`src/rtl/spu_sm_normu_pkg.sv`:
```
// Shared SPU softmax definitions: phase encodings used by the exp unit and the
// normalizer, plus the fixed reciprocal dividend and probability rounding constants.
package spu_sm_normu_pkg;

   typedef enum logic [2:0] {
      SM_IDLE = 3'b000,
      SM_EU_A = 3'b001,
      SM_RECI = 3'b011,
      SM_EU_B = 3'b100,
      SM_MAX  = 3'b101
   } sm_state_t;

   typedef enum logic {
      DIV_IDLE = 1'b0,
      DIV_RUN  = 1'b1
   } div_state_t;

   // 255 << 16: the reciprocal is pre-scaled so that prob = exp * reci >> 16 lands on 0..255
   localparam logic [23:0] RECI_DIVIDEND = 24'hFF0000;
   localparam int          PROB_FRAC_W   = 16;
   localparam logic [15:0] PROB_ROUND    = 16'h8000;

endpackage

```
`src/rtl/spu_sm_normu_reci_div.sv`:
```
// Restoring divider producing one quotient bit per cycle, MSB first.
// The quotient output holds the last result until the next start or an abort.
//
// state    | meaning
// DIV_IDLE | waiting for start; quotient holds last result (or 0)
// DIV_RUN  | iterating; cnt counts quotient bits still to produce
module spu_sm_reci_div
   import spu_sm_normu_pkg::*;
#(
   parameter int DIV_W = 24,
   parameter int SUM_W = 16
) (
   input  logic             core_clk,
   input  logic             rst_n,
   input  logic             start,
   input  logic             abort,
   input  logic [DIV_W-1:0] dividend,
   input  logic [SUM_W-1:0] divisor,
   output logic             busy,
   output logic             done,
   output logic [DIV_W-1:0] quotient
);
   localparam int CNT_W = $clog2(DIV_W + 1);

   div_state_t       state, state_nxt;
   logic [CNT_W-1:0] cnt;
   // dividend bits shift out of the top while quotient bits shift in at the bottom
   logic [DIV_W-1:0] dvd_sh;
   logic [SUM_W-1:0] rem, dsr, diff;
   logic [SUM_W:0]   trial;
   logic             q_bit, load, step, finish, zero_div;

   assign trial = {rem, dvd_sh[DIV_W-1]};
   assign q_bit = (trial >= {1'b0, dsr});
   assign diff  = trial[SUM_W-1:0] - dsr;
   assign busy  = (state == DIV_RUN);

   always_comb begin
      state_nxt = state;
      load      = 1'b0;
      step      = 1'b0;
      finish    = 1'b0;
      zero_div  = 1'b0;
      case (state)
         DIV_IDLE: begin
            if (start && !abort) begin
               if (divisor == '0) begin
                  zero_div = 1'b1;
               end else begin
                  load      = 1'b1;
                  state_nxt = DIV_RUN;
               end
            end
         end
         DIV_RUN: begin
            if (abort) begin
               state_nxt = DIV_IDLE;
            end else begin
               step = 1'b1;
               if (cnt == CNT_W'(1)) begin
                  finish    = 1'b1;
                  state_nxt = DIV_IDLE;
               end
            end
         end
         default: state_nxt = DIV_IDLE;
      endcase
   end

   always_ff @(posedge core_clk or negedge rst_n) begin
      if (!rst_n) state <= DIV_IDLE;
      else        state <= state_nxt;
   end

   always_ff @(posedge core_clk or negedge rst_n) begin
      if (!rst_n) begin
         cnt      <= '0;
         dvd_sh   <= '0;
         rem      <= '0;
         dsr      <= '0;
         done     <= 1'b0;
         quotient <= '0;
      end else begin
         done <= finish | zero_div;
         if (load) begin
            cnt      <= CNT_W'(DIV_W);
            dvd_sh   <= dividend;
            rem      <= '0;
            dsr      <= divisor;
            quotient <= '0;
         end else if (step) begin
            cnt    <= cnt - CNT_W'(1);
            dvd_sh <= {dvd_sh[DIV_W-2:0], q_bit};
            rem    <= q_bit ? diff : trial[SUM_W-1:0];
            if (finish) quotient <= {dvd_sh[DIV_W-2:0], q_bit};
         end
         if (abort || zero_div) quotient <= '0;
      end
   end

endmodule

```
`src/rtl/spu_sm_normu.sv`:
```
// Softmax normalizer: accumulates exp values, computes a scaled reciprocal of the
// sum, then scales each exp by it to give 8-bit probabilities (255 = 1.0).
module spu_sm_normu
   import spu_sm_normu_pkg::*;
#(
   parameter int DIV_W = 24,
   parameter int SUM_W = 16
) (
   input  logic       core_clk,
   input  logic       rst_n,
   input  logic [2:0] sm_state,
   input  logic       exp_valid,
   input  logic [7:0] exp_q,
   output logic       reci_busy,
   output logic       reci_done,
   output logic       sum_ovf,
   output logic       prob_valid,
   output logic [7:0] prob_q
);
   localparam int PROD_W  = DIV_W + 8;
   localparam int SCALE_W = PROD_W + 1 - PROB_FRAC_W;

   logic [2:0]         prev_state;
   logic [SUM_W-1:0]   sum;
   logic [SUM_W:0]     sum_add;
   logic [DIV_W-1:0]   reci;
   logic               entry_a, entry_reci, accept_a, accept_b, div_abort;
   logic               s1_valid;
   logic [PROD_W-1:0]  s1_product;
   logic [SCALE_W-1:0] scaled;
   logic [7:0]         prob_sat;

   assign entry_a    = (sm_state == SM_EU_A) && (prev_state != SM_EU_A);
   assign entry_reci = (sm_state == SM_RECI) && (prev_state != SM_RECI);
   assign accept_a   = (sm_state == SM_EU_A) && exp_valid;
   assign accept_b   = (sm_state == SM_EU_B) && exp_valid;
   // leaving RECI mid-divide discards the result; a new STAGE_A also invalidates reci
   assign div_abort  = (reci_busy && (sm_state != SM_RECI)) || entry_a;
   assign sum_add    = {1'b0, sum} + (SUM_W+1)'(exp_q);

   always_ff @(posedge core_clk or negedge rst_n) begin
      if (!rst_n) prev_state <= SM_IDLE;
      else        prev_state <= sm_state;
   end

   always_ff @(posedge core_clk or negedge rst_n) begin
      if (!rst_n) begin
         sum     <= '0;
         sum_ovf <= 1'b0;
      end else if (entry_a) begin
         sum     <= exp_valid ? SUM_W'(exp_q) : '0;
         sum_ovf <= 1'b0;
      end else if (accept_a) begin
         if (sum_add[SUM_W]) begin
            sum     <= '1;
            sum_ovf <= 1'b1;
         end else begin
            sum <= sum_add[SUM_W-1:0];
         end
      end
   end

   spu_sm_reci_div #(
      .DIV_W (DIV_W),
      .SUM_W (SUM_W)
   ) u_reci_div (
      .core_clk (core_clk),
      .rst_n    (rst_n),
      .start    (entry_reci),
      .abort    (div_abort),
      .dividend (DIV_W'(RECI_DIVIDEND)),
      .divisor  (sum),
      .busy     (reci_busy),
      .done     (reci_done),
      .quotient (reci)
   );

   always_comb begin
      scaled   = SCALE_W'(({1'b0, s1_product} + (PROD_W+1)'(PROB_ROUND)) >> PROB_FRAC_W);
      prob_sat = (|scaled[SCALE_W-1:8]) ? 8'hFF : scaled[7:0];
   end

   always_ff @(posedge core_clk or negedge rst_n) begin
      if (!rst_n) begin
         s1_valid   <= 1'b0;
         s1_product <= '0;
         prob_valid <= 1'b0;
         prob_q     <= '0;
      end else begin
         s1_valid <= accept_b;
         if (accept_b) s1_product <= PROD_W'(exp_q) * PROD_W'(reci);
         prob_valid <= s1_valid;
         if (s1_valid) prob_q <= prob_sat;
      end
   end

endmodule

```
`config.mk`:
```
export PLATFORM = sky130hd
export DESIGN_NAME = spu_sm_normu
export DESIGN_NICKNAME = d
export VERILOG_FILES = /design/src/rtl/spu_sm_normu_pkg.sv /design/src/rtl/spu_sm_normu_reci_div.sv /design/src/rtl/spu_sm_normu.sv
export SDC_FILE = /design/constraint.sdc
export NUM_CORES = 1
export LEC_CHECK = 0
export ABC_AREA = 1
export BUFFER_PORTS_ARGS = -buffer_cell sky130_fd_sc_hd__buf_2
export CAP_MARGIN = 30
export CORE_MARGIN = 10
export CORE_UTILIZATION = 40
export CTS_BUF_LIST = sky130_fd_sc_hd__clkbuf_8 sky130_fd_sc_hd__clkbuf_16
export DETAILED_ROUTE_END_ITERATION = 12
export HOLD_SLACK_MARGIN = 0.12
export PLACE_DENSITY = 0.66
export SLEW_MARGIN = 20
export SYNTH_ARGS = -nofsm -noshare
export SYNTH_HDL_FRONTEND = slang
export SYNTH_HIERARCHICAL = 1
export SYNTH_SLANG_ARGS = --single-unit
export TNS_END_PERCENT = 20
```
`constraint.sdc`:
```
create_clock -name core_clk -period 8.6 [get_ports core_clk]
set_input_delay 0.86 -clock core_clk [delete_from_list [all_inputs] [get_ports core_clk]]
set_output_delay 0.86 -clock core_clk [all_outputs]
set_load 0.005 [all_outputs]
```
* After elaboration in Yosys (flattened, before gate mapping)
Cells that the tools add are included.
** Word-level totals
- Memories kept :: 0
- Latch bits :: 0
- Register bits :: 149
- Word-level logic and storage cells :: 80
- Memory bits (read-only) :: 0
- Bits in writable memories :: 0
- Output and inout port bits :: 12
- Input bits :: 14
** Operators by class
- Muxes and demuxes :: 33
- Add/subtract/negate cells :: 4
- $lt $le $gt $ge :: 1
- $mul :: 1
- Eq/ne operators :: 7
- Reductions and logical operators :: 18
- Div/mod/pow operators :: 0
- Shift-type cells :: 0
- Bitwise logic cells :: 2
** Operator list (number)
- 24-bit two-way mux :: 6
- 16-bit two-way mux :: 6
- 32-bit by 16-bit adder with 33-bit output, second input constant :: 1
- 8-bit by 24-bit multiplier with 32-bit output :: 1
- 16-bit by 8-bit adder with 17-bit output :: 1
- 17-bit by 16-bit >= comparator with 1-bit output :: 1
- 16-bit zero test :: 1
- 1-bit two-way mux :: 16
- 8-bit two-way mux :: 2
- 16-bit subtractor :: 1
- 5-bit two-way mux :: 2
- 9-bit OR reduction :: 1
- 1-bit logical AND :: 6
- 3-bit by 2-bit != test with 1-bit output, second input constant :: 2
- 2-bit nonzero test :: 3
- 3-bit nonzero test :: 2
- 5-bit by 1-bit == test with 1-bit output, second input constant :: 1
- 5-bit by 1-bit subtractor with 5-bit output, second input constant :: 1
- 2-bit AND reduction :: 2
- 3-bit by 1-bit == test with 1-bit output, second input constant :: 1
- 3-bit by 2-bit == test with 1-bit output, second input constant :: 1
- 3-bit == test, second input constant :: 1
- 3-bit by 1-bit != test with 1-bit output, second input constant :: 1
- 1-bit logical OR :: 2
- 4 further kinds :: 4

* Depth between registers and ports, before layout
- Depth in word-level cells :: 10
- Depth in mapped cells :: 23
- Depth with buffers taken out :: 21

* Hierarchy
The synthesis kept the hierarchy.
** By module, submodules not included
- spu_sm_normu :: sequential area each 1176.1 sq um, area each 9251.4 sq um, instances 1, cells each 1354
- spu_sm_reci_div :: sequential area each 2177.1 sq um, area each 5081.1 sq um, instances 1, cells each 687

* Worst setup path before layout
Ideal clock, no wire load.
- Path kind :: input-to-reg
- Start point :: input exp_q[7]
- End point :: register s1_product[27]
- Path buffers :: 2
- Setup time :: 0.117 ns
- Required time :: 8.483 ns
- Slack :: 3.711 ns
- Cell stages on the path :: 20
- Arrival time :: 4.771 ns
- Cells stage by stage :: clkbuf_1 clkbuf_1 nand2_1 fa_1 inv_1 fa_1 fa_1 inv_1 fa_1 inv_1 ha_1 nand2_1 nor2_1 inv_1 nor4_1 nand2_1 nand2_1 nand2_1 nand3_1 nand2_1
** On the way
- Longest elaborated chain between the ends :: 1
** RTL lines
- start, declared :: line spu_sm_normu.sv:13 : input logic [7:0] exp_q,
- 8-bit by 24-bit multiplier with 32-bit output :: line spu_sm_normu.sv:91 : if (accept_b) s1_product <= PROD_W'(exp_q) * PROD_W'(reci);
- end signal, assigned :: line spu_sm_normu.sv:91
- end, declared :: line spu_sm_normu.sv:29 : logic [PROD_W-1:0] s1_product;
Every way passes these cells.
A chain may end at the register's enable or synchronous reset.

* Worst setup path in the final report
- Start point :: input exp_q[4]
- End point :: register s1_product[27]
The elaborated chain is that of the path after synthesis.

==> out/results.md <==
• Post-CTS Hold Fix Bufs: 0
• leftover overflow at the end of global routing: 0
• Internal Dissipation: 1.746 mW
• distinct cell type count of the synthesized netlist: 45
• Data arrival, critical path: 5.28 ns
• relative contribution of sequential cells to total power: 30.2%
• dominant combinational cell family by area after synthesis: simple AND/OR/NAND/NOR gates
• Max-Cap Viols: 0
• most common cell after layout, fill and taps aside: sky130_fd_sc_hd__nand2_1
• Routed wire per std cell: 14.26 um
• relative slew slack: 41.65%
• final core area utilization: 43.47%
• basic-gate share of the synthesized area counting and, or, nand and nor cells: 26.17%
• Die H: 209.3 um
• Post-CTS Setup Repair Bufs: 0
• Max Root-Sink Buffers: 2
• Synth Instances: 2041
• most area-consuming cells after synthesis: sky130_fd_sc_hd__dfrtp_1 23%, sky130_fd_sc_hd__fa_1 19%, sky130_fd_sc_hd__nand2_1 14%
• switching part of the total power: 45.46%
• pins over their slew limit: 0
• overall power after layout: 3.201 mW
• top cell type by total area after synthesis: sky130_fd_sc_hd__dfrtp_1
• element type at the critical path end: register
• VDD IR max: 0.1310 mV
• Synth top area share: 23.40%
• setup repair after global routing missed its margin: no
• synthesized-area fraction occupied by adder cells: 25.21%
• syn avg cell area: 7.022 um^2
• switching power summed over all nets: 1.455 mW
• vias in the first global route: 12.67k
• Worst-path clk slew: 0.07 ns
• Clock Power Share: 23.1%
• starting utilization of the core area: 40.39%
• Routability Congestion: 0.9113
• area overhead of the layout relative to synthesis: 7.612%
• FP Rows: 69
• number of clock sinks: 134
• fraction of final layout cells with drive strength greater than 1: 4.834%
• global-route wire length before repair: 62110 um
• required time at the worst-slack endpoint: 8.92 ns
• Post-Synth XOR/XNOR Area: 1.467%
• CP Class: primary input to register
• count of input and output buffers: 25
• leakage: 8.882 nW
• Clock Latency Late Sink: 0.43 ns
• clock tree skew after final layout: 0.01411 ns
• htree depth: 4
• outcome: complete, no violations
• setup_tns: 0 ns
• I/O Pins: 26
• Die Outline Area: 0.04380 mm^2
• Worst-Margin Slew: 0.8752 ns
• DRT Wirelength: 35770 um
• number of nets in the layout: 2258
• DRT antenna net count: 0
• buffer type at the clock tree root: sky130_fd_sc_hd__clkbuf_16
• sort of element at the start of the critical path: primary input
• total number of vias: 12.42k
• number of fill cells in the layout: 3623
• min cycle time layout: 4.955 ns
• register area share after synthesis: 23.40%
• first-pass iteration count of the detailed router: 6
• DRC violation count after routing: 0
• highest attainable clock frequency: 201.8 MHz
• worst min path class: register to register
• initial drt markers: 874
• Finish-stage setup viols: 0
• GR Util All Layers: 16.83%
• hold_ws: 0.4870 ns
• synthesized-area fraction occupied by ao, oa, aoi and oai cells: 8.948%
• number of CTS-inserted buffers: 17
• portion of netlist area occupied by mux cells: 0%
• logic gate share of total power: 46.7%
• Die X-Extent: 209.3 um
• CTS tree: built
• antenna violations before repair: 0
• Std-Cell Core Area: 0.03548 mm^2
• most frequent cells in the layout: 534 x sky130_fd_sc_hd__nand2_1, 466 x sky130_fd_sc_hd__inv_1, 144 x sky130_fd_sc_hd__nand3_1
• pin count of the biggest net entering global routing: 90
• antenna cell count: 0
• maximum net fanout on the critical path: 26
• post_cts resized: 0
• post-synthesis sequential element count: 134
• half-perimeter wire length of the detailed placement result: 27120 um
• final hold violations: 0
• power per unit of standard cell area: 207.5 mW/mm^2
• Yosys warning total: 6
• post-synthesis instance area: 0.01433 mm^2
• number of vias per cell: 4.949
• Final Cycle Share: 57.61%
-- critical path, stage by stage --
cell                      delay (ns)
sky130_fd_sc_hd__buf_2          0.47
sky130_fd_sc_hd__nand2_1        0.16
sky130_fd_sc_hd__fa_1           0.56
sky130_fd_sc_hd__inv_1          0.05
sky130_fd_sc_hd__fa_1           0.47
sky130_fd_sc_hd__fa_1           0.54
sky130_fd_sc_hd__inv_1          0.05
sky130_fd_sc_hd__fa_1           0.52
sky130_fd_sc_hd__inv_1          0.05
sky130_fd_sc_hd__ha_1           0.35
sky130_fd_sc_hd__nand2_1        0.14
sky130_fd_sc_hd__nor2_1         0.23
sky130_fd_sc_hd__inv_1          0.11
sky130_fd_sc_hd__nor4_1         0.26
sky130_fd_sc_hd__nand2_1        0.16
sky130_fd_sc_hd__nand2_1        0.08
sky130_fd_sc_hd__nand2_1        0.05
sky130_fd_sc_hd__nand3_1        0.08
sky130_fd_sc_hd__nand2_1        0.06
-- per-stage QoR --
stage / cells / worst slack [ns] / area, um^2
global placement: 2475 / 3.285 / 14820
global route: 2509 / 3.296 / 15420
CTS: 2509 / 3.696 / 15420
floorplan: 2063 / 3.711 / 14420
detailed placement: 2477 / 3.220 / 14840
finish: 2509 / 3.645 / 15420
-- final timing paths --
check / start / to / slack (ns) / cells after the start
max in group asynchronous: rst_n / u_reci_div/dvd_sh[16] / 6.96 / 2
hold reg to reg: sum_ovf / sum_ovf / 0.49 / 1
setup / recovery: exp_q[4] / s1_product[27] / 3.65 / 19
setup reg to reg: u_reci_div/quotient[18] / s1_product[27] / 3.98 / 18
hold / removal: sum_ovf / sum_ovf / 0.49 / 1
min in group asynchronous: rst_n / sum[10] / 0.50 / 1
-- synthesized netlist by cell type (all sizes together) --
master  count
nand2     541
inv       468
nand3     149
dfrtp     134
fa        133
nor2      130
o21ai     129
a21oi      95
ha         76
clkbuf     56
buf        24
nor3       22
xor2       17
nand4      15
nand3b     12
xnor2       7
a21o        6
o21a        5
or2         5
o21bai      4
nor4        3
a31oi       2
conb        2
o211ai      2
a21boi      1
and2        1
nor3b       1
o22ai       1
-- flip-flops by register name, indices dropped and copies added (netlist names) --
| signal | count |
|---|---|
| u_reci_div/dvd_sh | 24 |
| prev_state | 3 |
| sum | 16 |
| prob_q | 8 |
| u_reci_div/cnt | 5 |
| u_reci_div/busy | 1 |
| u_reci_div/dsr | 16 |
| sum_ovf | 1 |
| prob_valid | 1 |
| u_reci_div/done | 1 |
| s1_product | 17 |
| s1_valid | 1 |
| u_reci_div/quotient | 24 |
| u_reci_div/rem | 16 |
-- power groups by stage --
stage / clock [mW] / combinational, mW / sequential (mW)
after CTS: 0.752 / 1.49 / 0.965
final: 0.739 / 1.50 / 0.966
after global placement: 0 / 1.45 / 0.967
after floorplan: 0 / 1.17 / 0.918
after detailed placement: 0 / 1.48 / 0.972
after global routing: 0.772 / 1.71 / 0.990
-- logic make-up after synthesis --
group,count (synthesis)
fa+ha+maj,209
compound gates,245
buf+inv,548
simple gates,879
xor+xnor,24
other cells,2
flops,134
-- layer usage --
layer | wire length [um] | part of all wire, % | global-route usage, %
met1 | 16810 | 47 | 22.39
met2 | 16610 | 46 | 27.64
met3 | 1810 | 5.1 | 2.747
met4 | 544 | 1.5 | 4.788
met5 | 0 | 0 | 0
-- cell type report --
type                       count  area [um^2]  share of cell area (%)
multi-input combinational   1381         8954                   58.05
sequential                   134         3353                   21.74
inverter                     468         1757                   11.39
tap                          461        576.8                   3.740
clock buffer                  18        439.2                   2.847
timing repair buffer          33        202.7                   1.314
clock inverter                14        141.4                  0.9167
No activity file was read; power rests on OpenSTA's default activity.
